<file path="config.mk">
export PLATFORM = sky130hd
export DESIGN_NAME = uart_tx
export DESIGN_NICKNAME = d
export VERILOG_FILES = /design/src/rtl/uart_tx.sv
export SDC_FILE = /design/constraint.sdc
export NUM_CORES = 1
export LEC_CHECK = 0
export ABC_AREA = 1
export CAP_MARGIN = 40
export CORE_ASPECT_RATIO = 1.2
export CORE_UTILIZATION = 35
export DETAILED_ROUTE_END_ITERATION = 12
export PLACE_DENSITY_LB_ADDON = 0.15
export SLEW_MARGIN = 20
export SYNTH_ARGS = -nofsm -noshare
export SYNTH_HDL_FRONTEND = slang
export SYNTH_SLANG_ARGS = --single-unit
</file>
<file path="constraint.sdc">
create_clock -name CLK -period 3.7 [get_ports CLK]
set_clock_uncertainty 0.2 [all_clocks]
set_input_delay 1.11 -clock CLK [delete_from_list [all_inputs] [get_ports CLK]]
set_output_delay 1.11 -clock CLK [all_outputs]
set_load 0.01 [all_outputs]
</file>
<file path="src/rtl/uart_tx.sv">
// uart_tx: 8N1 serial transmitter that pulls bytes from a FIFO read port.
// A byte is requested with a one-cycle RREQ pulse (FETCH), captured from DIN
// one cycle later (LOAD), then shifted out LSB first between a start and a
// stop bit, each bit lasting CLKS_PER_BIT clock cycles.
module uart_tx #(
  parameter int unsigned CLKS_PER_BIT = 434
) (
  input  logic       CLK,
  input  logic       RST,
  input  logic [7:0] DIN,
  input  logic       FE,
  output logic       RREQ,
  output logic       TX,
  output logic       BUSY
);

  localparam logic [15:0] LastCnt = 16'(CLKS_PER_BIT - 1);

  typedef enum logic [2:0] {
    StIdle,
    StFetch,
    StLoad,
    StStart,
    StData,
    StStop
  } state_e;

  state_e      state_q, state_d;
  logic [7:0]  shift_q, shift_d;
  logic [15:0] cnt_q, cnt_d;
  logic [2:0]  idx_q, idx_d;
  logic        tx_q, tx_d;
  logic        bit_end;

  assign bit_end = (cnt_q == LastCnt);

  // Next-state, datapath and registered-TX value computation.
  always_comb begin
    state_d = state_q;
    shift_d = shift_q;
    cnt_d   = cnt_q;
    idx_d   = idx_q;

    case (state_q)
      StIdle: begin
        if (!FE) state_d = StFetch;
      end
      StFetch: begin
        state_d = StLoad;
      end
      StLoad: begin
        // FIFO DO has been valid since the end of FETCH.
        shift_d = DIN;
        cnt_d   = 16'd0;
        idx_d   = 3'd0;
        state_d = StStart;
      end
      StStart: begin
        cnt_d = bit_end ? 16'd0 : 16'(cnt_q + 16'd1);
        if (bit_end) state_d = StData;
      end
      StData: begin
        cnt_d = bit_end ? 16'd0 : 16'(cnt_q + 16'd1);
        if (bit_end) begin
          shift_d = {1'b0, shift_q[7:1]};
          idx_d   = 3'(idx_q + 3'd1);
          if (idx_q == 3'd7) state_d = StStop;
        end
      end
      StStop: begin
        cnt_d = bit_end ? 16'd0 : 16'(cnt_q + 16'd1);
        if (bit_end) state_d = StIdle;
      end
      default: begin
        state_d = StIdle;
      end
    endcase

    // TX is registered, so it is derived from the state being entered; this
    // makes the line fall exactly on the edge that enters START.
    case (state_d)
      StStart: tx_d = 1'b0;
      StData:  tx_d = shift_d[0];
      default: tx_d = 1'b1;
    endcase
  end

  // State and datapath registers with asynchronous active-high reset.
  always_ff @(posedge CLK or posedge RST) begin
    if (RST) begin
      state_q <= StIdle;
      shift_q <= 8'd0;
      cnt_q   <= 16'd0;
      idx_q   <= 3'd0;
      tx_q    <= 1'b1;
    end else begin
      state_q <= state_d;
      shift_q <= shift_d;
      cnt_q   <= cnt_d;
      idx_q   <= idx_d;
      tx_q    <= tx_d;
    end
  end

  // Moore decodes of the state register; both drop immediately on reset.
  assign RREQ = (state_q == StFetch);
  assign BUSY = (state_q != StIdle);
  assign TX   = tx_q;

endmodule

</file>
# After elaboration in Yosys (flattened, before gate mapping)
# Index checks and enable logic that the tools add are counted.
dict set report totals {
  out_inout_bits 3
  latchBits 0
  ramBits 0
  word_cells 37
  regBits 31
  inputBits 11
  romBits 0
  n_memories 0
}
dict set report op_classes {
  n_shift 0
  n_bitwise 0
  n_mul 0
  magnitude_cmp 0
  n_eq_ne 10
  n_addsub 2
  div 0
  n_reduce_logical 6
  n_mux 13
}
# cell count
set ops {}
lappend ops {{one-hot mux 16 bit (2 select lines)} 1}
lappend ops {{two-way mux 3 bit} 6}
lappend ops {{one-hot mux 3 bit (6 select lines)} 1}
lappend ops {{adder 16 x 1 -> 16 bit, second input constant} 1}
lappend ops {{== test 16 x 9 -> 1 bit, second input constant} 1}
lappend ops {{two-way mux 16 bit} 1}
lappend ops {{one-hot mux 8 bit (2 select lines)} 1}
lappend ops {{== test 3 bit, second input constant} 4}
lappend ops {{== test 3 x 2 -> 1 bit, second input constant} 3}
lappend ops {{two-way mux 8 bit} 1}
lappend ops {{one-hot mux 3 bit (2 select lines)} 1}
lappend ops {{nonzero test 2 bit} 2}
lappend ops {{adder 3 x 1 -> 3 bit, second input constant} 1}
lappend ops {{== test 3 x 1 -> 1 bit, second input constant} 1}
lappend ops {{zero test 3 bit} 1}
lappend ops {{nonzero test 3 bit} 1}
lappend ops {{OR reduction 3 bit} 1}
lappend ops {{!= test 2 bit, second input constant} 1}
lappend ops {{one-hot mux 1 bit (2 select lines)} 1}
lappend ops {{AND reduction 2 bit} 1}

# Logic depth before layout (Yosys ltp)
# Gate-level depths: netlist of run 1.
dict set report logic_depth {
  ltp_word 6
  ltp_mapped 12
}

# Worst setup path after synthesis of run 1
# No wires, ideal clock.
dict set report synth_timing {
  path_kind {reg2out}
  startpoint {register state_q[1]}
  endpoint {output port RREQ}
  setup_slack_ns 1.581
  t_required_ns 2.390
  n_path_buf 0
  arrival_time_ns 0.809
  stages_incl_launch_ff 2
  path_cell_list {dfrtp_1 nor3_1}
}
dict set report synth_between {
  elab_chain_cells 1
}
# element line_no
set synth_lines {}
lappend synth_lines {{start, declared} 28} ;# state_e state_q, state_d;
lappend synth_lines {{start signal, assigned} 91} ;# state_q <= StIdle;
lappend synth_lines {{start signal, assigned} 97} ;# state_q <= state_d;
lappend synth_lines {{== test 3 x 1 -> 1 bit} 106} ;# assign RREQ = (state_q == StFetch);
lappend synth_lines {{end, declared} 12} ;# output logic RREQ,
# Every way passes these cells.

# Worst setup path in the final report of run 1
# Same ends and word-level chain as after synthesis.

==> impl_metrics.tcl, run 1 <==
set metrics [dict create \
    synthAdderAreaFrac 0.0267 \
    area_growth_pct 16.5 \
    clock-sinks 31 \
    fin_setup_tns_ns 0 \
    synth-edff-count 0 \
    clk_latency_ns 0.29 \
    crit_path_start "state_q[1]$_DFF_PP0_" \
    layout_min_cycle_time_ns 2.93 \
    p_sw_mw 0.151 \
    syn_inst 239 \
    synth.area.mux_share 0 \
    wl_per_cell_um 12.5 \
    fp.dieArea_um2 5650 \
    worst_pin_slew_ns 0.402 \
    ys_async_sr_fraction 1.00 \
    crit_end "RREQ" \
    synth_area_um2 1870 \
    synthesis.nets 254 \
    yosysWarnings 0 \
    mostFrequentLayoutCell "nand2_1" \
    cp_max_fo 6 \
    use_met1 0.211 \
    hold_class "reg -> reg" \
    synth_compound_area_frac 0.0848 \
    synth_cell_types 29 \
    vias 1497 \
    drtIter0Drc 107 \
    core_area_um2 5040 \
    grt_antenna_before_repair 0 \
    maxCapViolations 0 \
    setup_violations 0 \
    synth_top_family_by_area "simple AND/OR/NAND/NOR gates" \
    endpoint_kind "output port" \
    cts_made_buffers 5 \
    period_share 0.793 \
    cts_setup_buffers 0 \
    ys_top_cells_by_area "dfrtp_1, nand2_1, nand3_1, inv_1, nor2_4" \
    placed_area_um2 2070 \
    peakVddDrop_mv 0.197 \
    critPathKind "reg -> out" \
    p_int_mw 0.574 \
    grt_pass1_wl_um 6740 \
    synth_xor_xnor_area_share 0.0374 \
    drive_gt1_frac 0.167 \
    final_nets 272 \
    p_clk_frac 0.491 \
    cts-root-buf "clkbuf_8" \
    final.fill_count 505 \
    seqPwrFrac 0.477 \
    cts-htree-levels 2 \
    total_leakage_power_nw 1.04 \
    outcome "complete, no violations" \
    netlist.area_leader.share 0.401 \
    vias_per_cell 4.71 \
    slew_headroom 0.732 \
    yosysSeqAreaShare 0.415 \
    r2r-start "cnt_q[1]$_DFFE_PP0P_" \
    num_rows 28 \
    grt.busiest_layer "met2" \
    die_w_um 68.8 \
    wl_um 3970 \
    cp.arrival_ns 1.62 \
    rsz0062_at_grt "no" \
    ant_nets 0 \
    clk_path_buf_depth 2 \
    gp_congestion 0.804 \
    finalHoldViolations 0 \
    use_met3 0.0288 \
    initial_core_util 0.372 \
    drcViolationCount 0 \
    switching_share 0.208 \
    reg2reg_depth 11 \
    overflow 0 \
    r2r_slack_ns 1.89 \
    cts_hold_buf 0 \
    fmax_mhz 341 \
    design_area_um2 2180 \
    gr-usage-all-layers 0.165 \
    grt_use_met2 0.273 \
    slew_violations 0 \
    worstReg2RegEnd "cnt_q[5]$_DFFE_PP0P_" \
    synth_area_per_cell_um2 7.84 \
    yosys.area.top_type "dfrtp_1" \
    hpwl_um 2920 \
    port-buffer-count 13 \
    clkTransAtPathRegs_ns 0.07 \
    ctsResizeCount 0 \
    power_density_nw_per_um2 332 \
    combPwrFrac 0.032 \
    grt_pass1_vias 1489 \
    cts_tree "done" \
    required_ns 2.39 \
    die_y_um 82.2 \
    layout_common_cells "nand2_1, dfrtp_1, inv_1" \
    ys.flop_type "dfrtp_1" \
    grt_start_max_net_pins 32 \
    ys_seq_elements 31 \
    dr.pass1.iters 4 \
    n_antenna_cell 0 \
    ioPinCount 14 \
    synth_simple_gate_area_frac 0.350 \
    worstSetupStartpointType "flip-flop" \
]
## how the worst min path moves through the flow
stage                           start                     end  depth (start not counted)
3_3_place_gp   shift_q[5]$_DFFE_PP0P_  shift_q[5]$_DFFE_PP0P_                          2
2_1_floorplan  shift_q[2]$_DFFE_PP0P_  shift_q[2]$_DFFE_PP0P_                          2
5_1_grt        shift_q[3]$_DFFE_PP0P_  shift_q[3]$_DFFE_PP0P_                          2
6_report       shift_q[3]$_DFFE_PP0P_  shift_q[3]$_DFFE_PP0P_                          2
4_1_cts        shift_q[2]$_DFFE_PP0P_  shift_q[2]$_DFFE_PP0P_                          2
3_5_place_dp   shift_q[2]$_DFFE_PP0P_  shift_q[2]$_DFFE_PP0P_                          2
## state kept, by name, indices dropped and copies added (netlist names)
register	flops
TX	1
cnt_q	16
idx_q	3
shift_q	8
state_q	3
## layout make-up
class | count | area, µm² | share of cell area
well taps | 60 | 75.1 | 0.0344
inverters | 37 | 140 | 0.0642
multi-input cells | 168 | 936 | 0.429
clock inverters | 2 | 35.0 | 0.0160
repair buffers | 14 | 138 | 0.0630
clock buffers | 6 | 82.6 | 0.0378
flip-flops and latches | 31 | 777 | 0.356
## cell usage after synthesis (5+ instances only)
cell and n:
o21ai_0 7, nand3_1 26, nand2_1 60, nand2_2 7, nor2_4 6, xor2_1 7
inv_1 29, o22ai_1 9, inv_2 7, dfrtp_1 30, nor2_1 13, nor3_1 5
## stage by stage
stage          utilization  hold WS (ns)  setup WS [ns]  power, mW  instances
3_5_place_dp         0.409         0.269           1.06      0.376        310
5_1_grt              0.433         0.307          0.686      0.746        318
2_1_floorplan            -         0.252           1.58      0.361        239
3_3_place_gp         0.409         0.268           1.08      0.376        310
4_1_cts              0.433         0.287          0.752      0.735        318
6_report             0.433         0.287          0.765      0.724        318
## logic make-up after synthesis
group | Yosys count
compound gates | 26
xor+xnor | 8
fa+ha+maj | 4
buf+inv | 40
flops | 31
simple gates | 130
## power by group through the flow
| stage | logic, mW | registers, mW | clock network (mW) |
|---|---|---|---|
| final | 0.0232 | 0.345 | 0.356 |
| after global routing | 0.0269 | 0.346 | 0.373 |
| after CTS | 0.0242 | 0.345 | 0.365 |
| after detailed placement | 0.0244 | 0.352 | 0 |
| after global placement | 0.0242 | 0.351 | 0 |
| after floorplan | 0.00986 | 0.351 | 0 |
## critical path, stage by stage, from the launching register on
cell             delay [ns]
dfrtp_1                0.46
nor3_1                 0.30
clkdlybuf4s50_1        0.59
## per-layer routing
metal  wire, µm  vias to the layer above  share of wire
met3         70                        7          0.018
met5          0                        -              0
met1       1950                      673           0.49
met2       1880                       14           0.47
met4         74                        0          0.019
li1           -                      803              -
(Power assumes the default switching activity.)
==> inputs of run 2 (changes only) <==
clock period = 2.9 ns   (was 3.7 ns; I/O delays follow)
==> impl_metrics.tcl, run 2 (synthesis results as in run 1) <==
set metrics [dict create \
    die_y_um 82.2 \
    wl_per_cell_um 12.1 \
    cp_cell_sequence "nor3_1 -> clkdlybuf4s50_1" \
    total_leakage_power_nw 1.03 \
    final_nets 272 \
    vias_per_cell 4.83 \
    clk_path_buf_depth 2 \
    cts_made_buffers 5 \
    reg_top3 "cnt_q (16), shift_q (8)" \
    area_growth_pct 15.6 \
    finalHoldViolations 0 \
    drcViolationCount 0 \
    drtIter0Drc 89 \
    worst_pin_slew_ns 0.550 \
    dr.pass1.iters 4 \
    fin_cells 317 \
    gp_congestion 0.802 \
    outcome "complete, no violations" \
    slowest_delay_ns 0.59 \
    fin_util 0.429 \
    layout_setup_ws_ns 0.207 \
    cts_hold_buf 0 \
    hpwl_um 2970 \
    fin_setup_tns_ns 0 \
    cts-htree-levels 2 \
    peakVddDrop_mv 0.197 \
    power_density_nw_per_um2 381 \
    grt_pass1_vias 1493 \
    placed_cells 310 \
    cts_tree "done" \
    cts_setup_buffers 0 \
    slew_headroom 0.633 \
    fmax_mhz 371 \
    overflow 0 \
    required_ns 1.83 \
    cts-root-buf "clkbuf_8" \
    core_area_um2 5040 \
    design_area_um2 2170 \
    die_w_um 68.8 \
    num_rows 28 \
    placed_area_um2 2080 \
    largest_reg_flops 16 \
    n_antenna_cell 0 \
    port-buffer-count 13 \
    ant_nets 0 \
    setup_violations 0 \
    vias 1530 \
    gr-usage-all-layers 0.164 \
    drive_gt1_frac 0.163 \
    fp.dieArea_um2 5650 \
    rsz0062_at_grt "no" \
    grt_start_max_net_pins 20 \
    slowest_stage "clkdlybuf4s50_1" \
    top_register "cnt_q" \
    slew_violations 0 \
    mostFrequentLayoutCell "nand2_1" \
    worstSetupStartpointType "flip-flop" \
    layout_common_cells "nand2_1, dfrtp_1, inv_1" \
    cp.arrival_ns 1.62 \
    initial_core_util 0.372 \
    wl_um 3830 \
    maxCapViolations 0 \
    clock-sinks 31 \
    hold_class "reg -> reg" \
    ioPinCount 14 \
    grt_pass1_wl_um 6820 \
    ctsResizeCount 0 \
    multiInputGateArea_um2 936 \
    place_ws_ns 0.504 \
    critPathKind "reg -> out" \
    endpoint_kind "output port" \
    seq_area_um2 777 \
    layout_min_cycle_time_ns 2.69 \
    cp_max_fo 6 \
    clk_latency_ns 0.28 \
    final.fill_count 523 \
    clkTransAtPathRegs_ns 0.07 \
    period_share 0.928 \
    grt_antenna_before_repair 0 \
]
## run 2: where the power goes
part           internal [mW]  switching (mW)  total, mW
sequential             0.438         0.00243      0.440
combinational         0.0177          0.0145     0.0322
clock                  0.186           0.166      0.353
total                  0.642           0.183      0.825
## run 2: per-stage QoR
stage,hold WS (ns),power [mW]
after floorplan,0.252,0.461
after global placement,0.268,0.481
after detailed placement,0.272,0.482
after CTS,0.287,0.844
after global routing,0.303,0.864
final,0.282,0.825
## run 2: critical path: cells and delay by family, from the launching register on
family / cells / cell delay, ns
flops: 1 / 0.46
buf+inv: 1 / 0.59
simple gates: 1 / 0.30
## run 2: final timing paths
check / endpoint / cells after the start / startpoint / slack [ns]
worst max-delay path: RREQ / 2 / state_q[1]$_DFF_PP0_ / 0.21
min in group asynchronous: shift_q[7]$_DFFE_PP0P_ / 2 / RST / 0.74
max in group asynchronous: cnt_q[14]$_DFFE_PP0P_ / 3 / RST / 1.27
worst max register to register: TX$_DFF_PP1_ / 12 / cnt_q[1]$_DFFE_PP0P_ / 1.10
worst min-delay path: shift_q[3]$_DFFE_PP0P_ / 2 / shift_q[3]$_DFFE_PP0P_ / 0.28
worst min register to register: shift_q[3]$_DFFE_PP0P_ / 2 / shift_q[3]$_DFFE_PP0P_ / 0.28
## run 2: routing by layer
layer	track usage	wire length [µm]	up-vias	share of wire
li1	-	-	806	-
met1	0.202	1730	690	0.45
met2	0.283	1930	29	0.50
met3	0.0412	126	5	0.033
met4	0.0429	40	0	0.010
met5	0	0	-	0
## run 2: cell type report
type / count / area share
clock buffer: 6 / 0.0381
clock inverter: 1 / 0.00231
inverter: 37 / 0.0647
multi-input combinational: 168 / 0.432
sequential: 31 / 0.359
tap: 60 / 0.0347
timing repair buffer: 14 / 0.0693
==> inputs of run 3 (changes only) <==
CTS_CLUSTER_DIAMETER = 100   (was default)
PLACE_DENSITY_LB_ADDON = default   (was 0.15)
==> impl_metrics.tcl, run 3 (synthesis results as in run 1) <==
set metrics [dict create \
    cts_setup_buffers 0 \
    p_clk_frac 0.487 \
    slew_headroom 0.729 \
    worst_pin_slew_ns 0.406 \
    outcome "complete, no violations" \
    final_nets 272 \
    n_antenna_cell 0 \
    final.fill_count 517 \
    dr.pass1.iters 4 \
    grt_pass1_wl_um 6760 \
    maxCapViolations 0 \
    slowest_stage "clkdlybuf4s50_1" \
    combPwrFrac 0.032 \
    reg_top3 "cnt_q (16), shift_q (8)" \
    crit_buf_inv 1 \
    design_power_total_mw 0.916 \
    seqPwrFrac 0.481 \
    period_share 0.921 \
    drcViolationCount 0 \
    top_register "cnt_q" \
    layout_min_cycle_time_ns 2.67 \
    total_leakage_power_nw 1.04 \
    initial_core_util 0.372 \
    cts_hold_buf 0 \
    hpwl_um 2910 \
    vias 1550 \
    hold_ws_ns 0.287 \
    grt_antenna_before_repair 0 \
    placed_area_um2 2070 \
    hold_class "reg -> reg" \
    drtIter0Drc 80 \
    ant_nets 0 \
    crit_family "buffers and inverters" \
    wl_um 3850 \
    drive_gt1_frac 0.167 \
    clk_latency_ns 0.28 \
    rsz0062_at_grt "no" \
    worstSetupStartpointType "flip-flop" \
    peakVddDrop_mv 0.266 \
    die_w_um 68.8 \
    cts-htree-levels 2 \
    ioPinCount 14 \
    endpoint_kind "output port" \
    area_growth_pct 16.5 \
    ctsResizeCount 0 \
    mostFrequentLayoutCell "nand2_1" \
    port-buffer-count 13 \
    core_area_um2 5040 \
    required_ns 1.83 \
    placed_cells 310 \
    gp_congestion 0.796 \
    slew_violations 0 \
    fp.dieArea_um2 5650 \
    clk_path_buf_depth 2 \
    p_int_mw 0.732 \
    cp_cell_sequence "nor3_1 -> clkdlybuf4s50_1" \
    slowest_delay_ns 0.58 \
    p_sw_mw 0.184 \
    largest_reg_flops 16 \
    num_rows 28 \
    cts-root-buf "clkbuf_8" \
    wl_per_cell_um 12.1 \
    clock-sinks 31 \
    grt_pass1_vias 1518 \
    cts_tree "done" \
    vias_per_cell 4.87 \
    power_density_nw_per_um2 419 \
    design_area_um2 2180 \
    clkTransAtPathRegs_ns 0.07 \
    die_y_um 82.2 \
    switching_share 0.201 \
    finalHoldViolations 0 \
    overflow 0 \
    layout_common_cells "nand2_1, dfrtp_1, inv_1" \
    gr-usage-all-layers 0.164 \
    cp.arrival_ns 1.60 \
    cts_made_buffers 5 \
    fin_setup_tns_ns 0 \
    setup_violations 0 \
    critPathKind "reg -> out" \
    fin_cells 318 \
    fmax_mhz 374 \
    grt_start_max_net_pins 32 \
    cp_max_fo 6 \
]
run 3: cell types whose count changed in the layout (fill, tap and decap cells not counted), sizes merged:
cell and change:
bufinv +1
run 3: through the flow:
| stage | setup slack, ns | util |
|---|---|---|
| 2_1_floorplan | 1.02 | - |
| 3_3_place_gp | 0.530 | 0.409 |
| 3_5_place_dp | 0.524 | 0.409 |
| 4_1_cts | 0.212 | 0.433 |
| 5_1_grt | 0.158 | 0.433 |
| 6_report | 0.229 | 0.433 |
run 3: worst min-delay path, cell delays in order (launching register included):
cell and delay (ns):
dfrtp_1 0.35, nand2_1 0.05, nand3_1 0.05
run 3: power by group through the flow:
stage          Combinational [mW]  Sequential, mW  Clock (mW)
4_1_cts                    0.0308           0.440       0.456
6_report                   0.0296           0.440       0.446
2_1_floorplan              0.0126           0.448           0
3_5_place_dp               0.0308           0.449           0
5_1_grt                    0.0341           0.441       0.472
3_3_place_gp               0.0307           0.449           0
run 3: routing by layer:
layer	track usage	wire length (µm)	share of wire
met1	0.189	1730	0.45
met4	0.0612	68	0.018
met5	0	0	0
met3	0.0371	92	0.024
met2	0.291	1970	0.51
run 3: final timing paths:
kind                                         from                endpoint  slack, ns  depth (start not counted)
max                          state_q[1]$_DFF_PP0_                    RREQ       0.23                          2
min                        shift_q[2]$_DFFE_PP0P_  shift_q[2]$_DFFE_PP0P_       0.29                          2
max reg2reg                  cnt_q[1]$_DFFE_PP0P_    cnt_q[5]$_DFFE_PP0P_       1.12                         11
min reg2reg                shift_q[2]$_DFFE_PP0P_  shift_q[2]$_DFFE_PP0P_       0.29                          2
max in group asynchronous                     RST            TX$_DFF_PP1_       1.40                          3
min in group asynchronous                     RST    cnt_q[3]$_DFFE_PP0P_       0.77                          3
run 3: area by class of cell:
| class | instances | area, µm² | share of cell area |
|---|---|---|---|
| clock buffer | 6 | 82.6 | 0.0378 |
| timing repair buffer | 14 | 138 | 0.0630 |
| clock inverter | 2 | 35.0 | 0.0160 |
| sequential | 31 | 777 | 0.356 |
| tap | 60 | 75.1 | 0.0344 |
| multi-input combinational | 168 | 936 | 0.429 |
| inverter | 37 | 140 | 0.0642 |
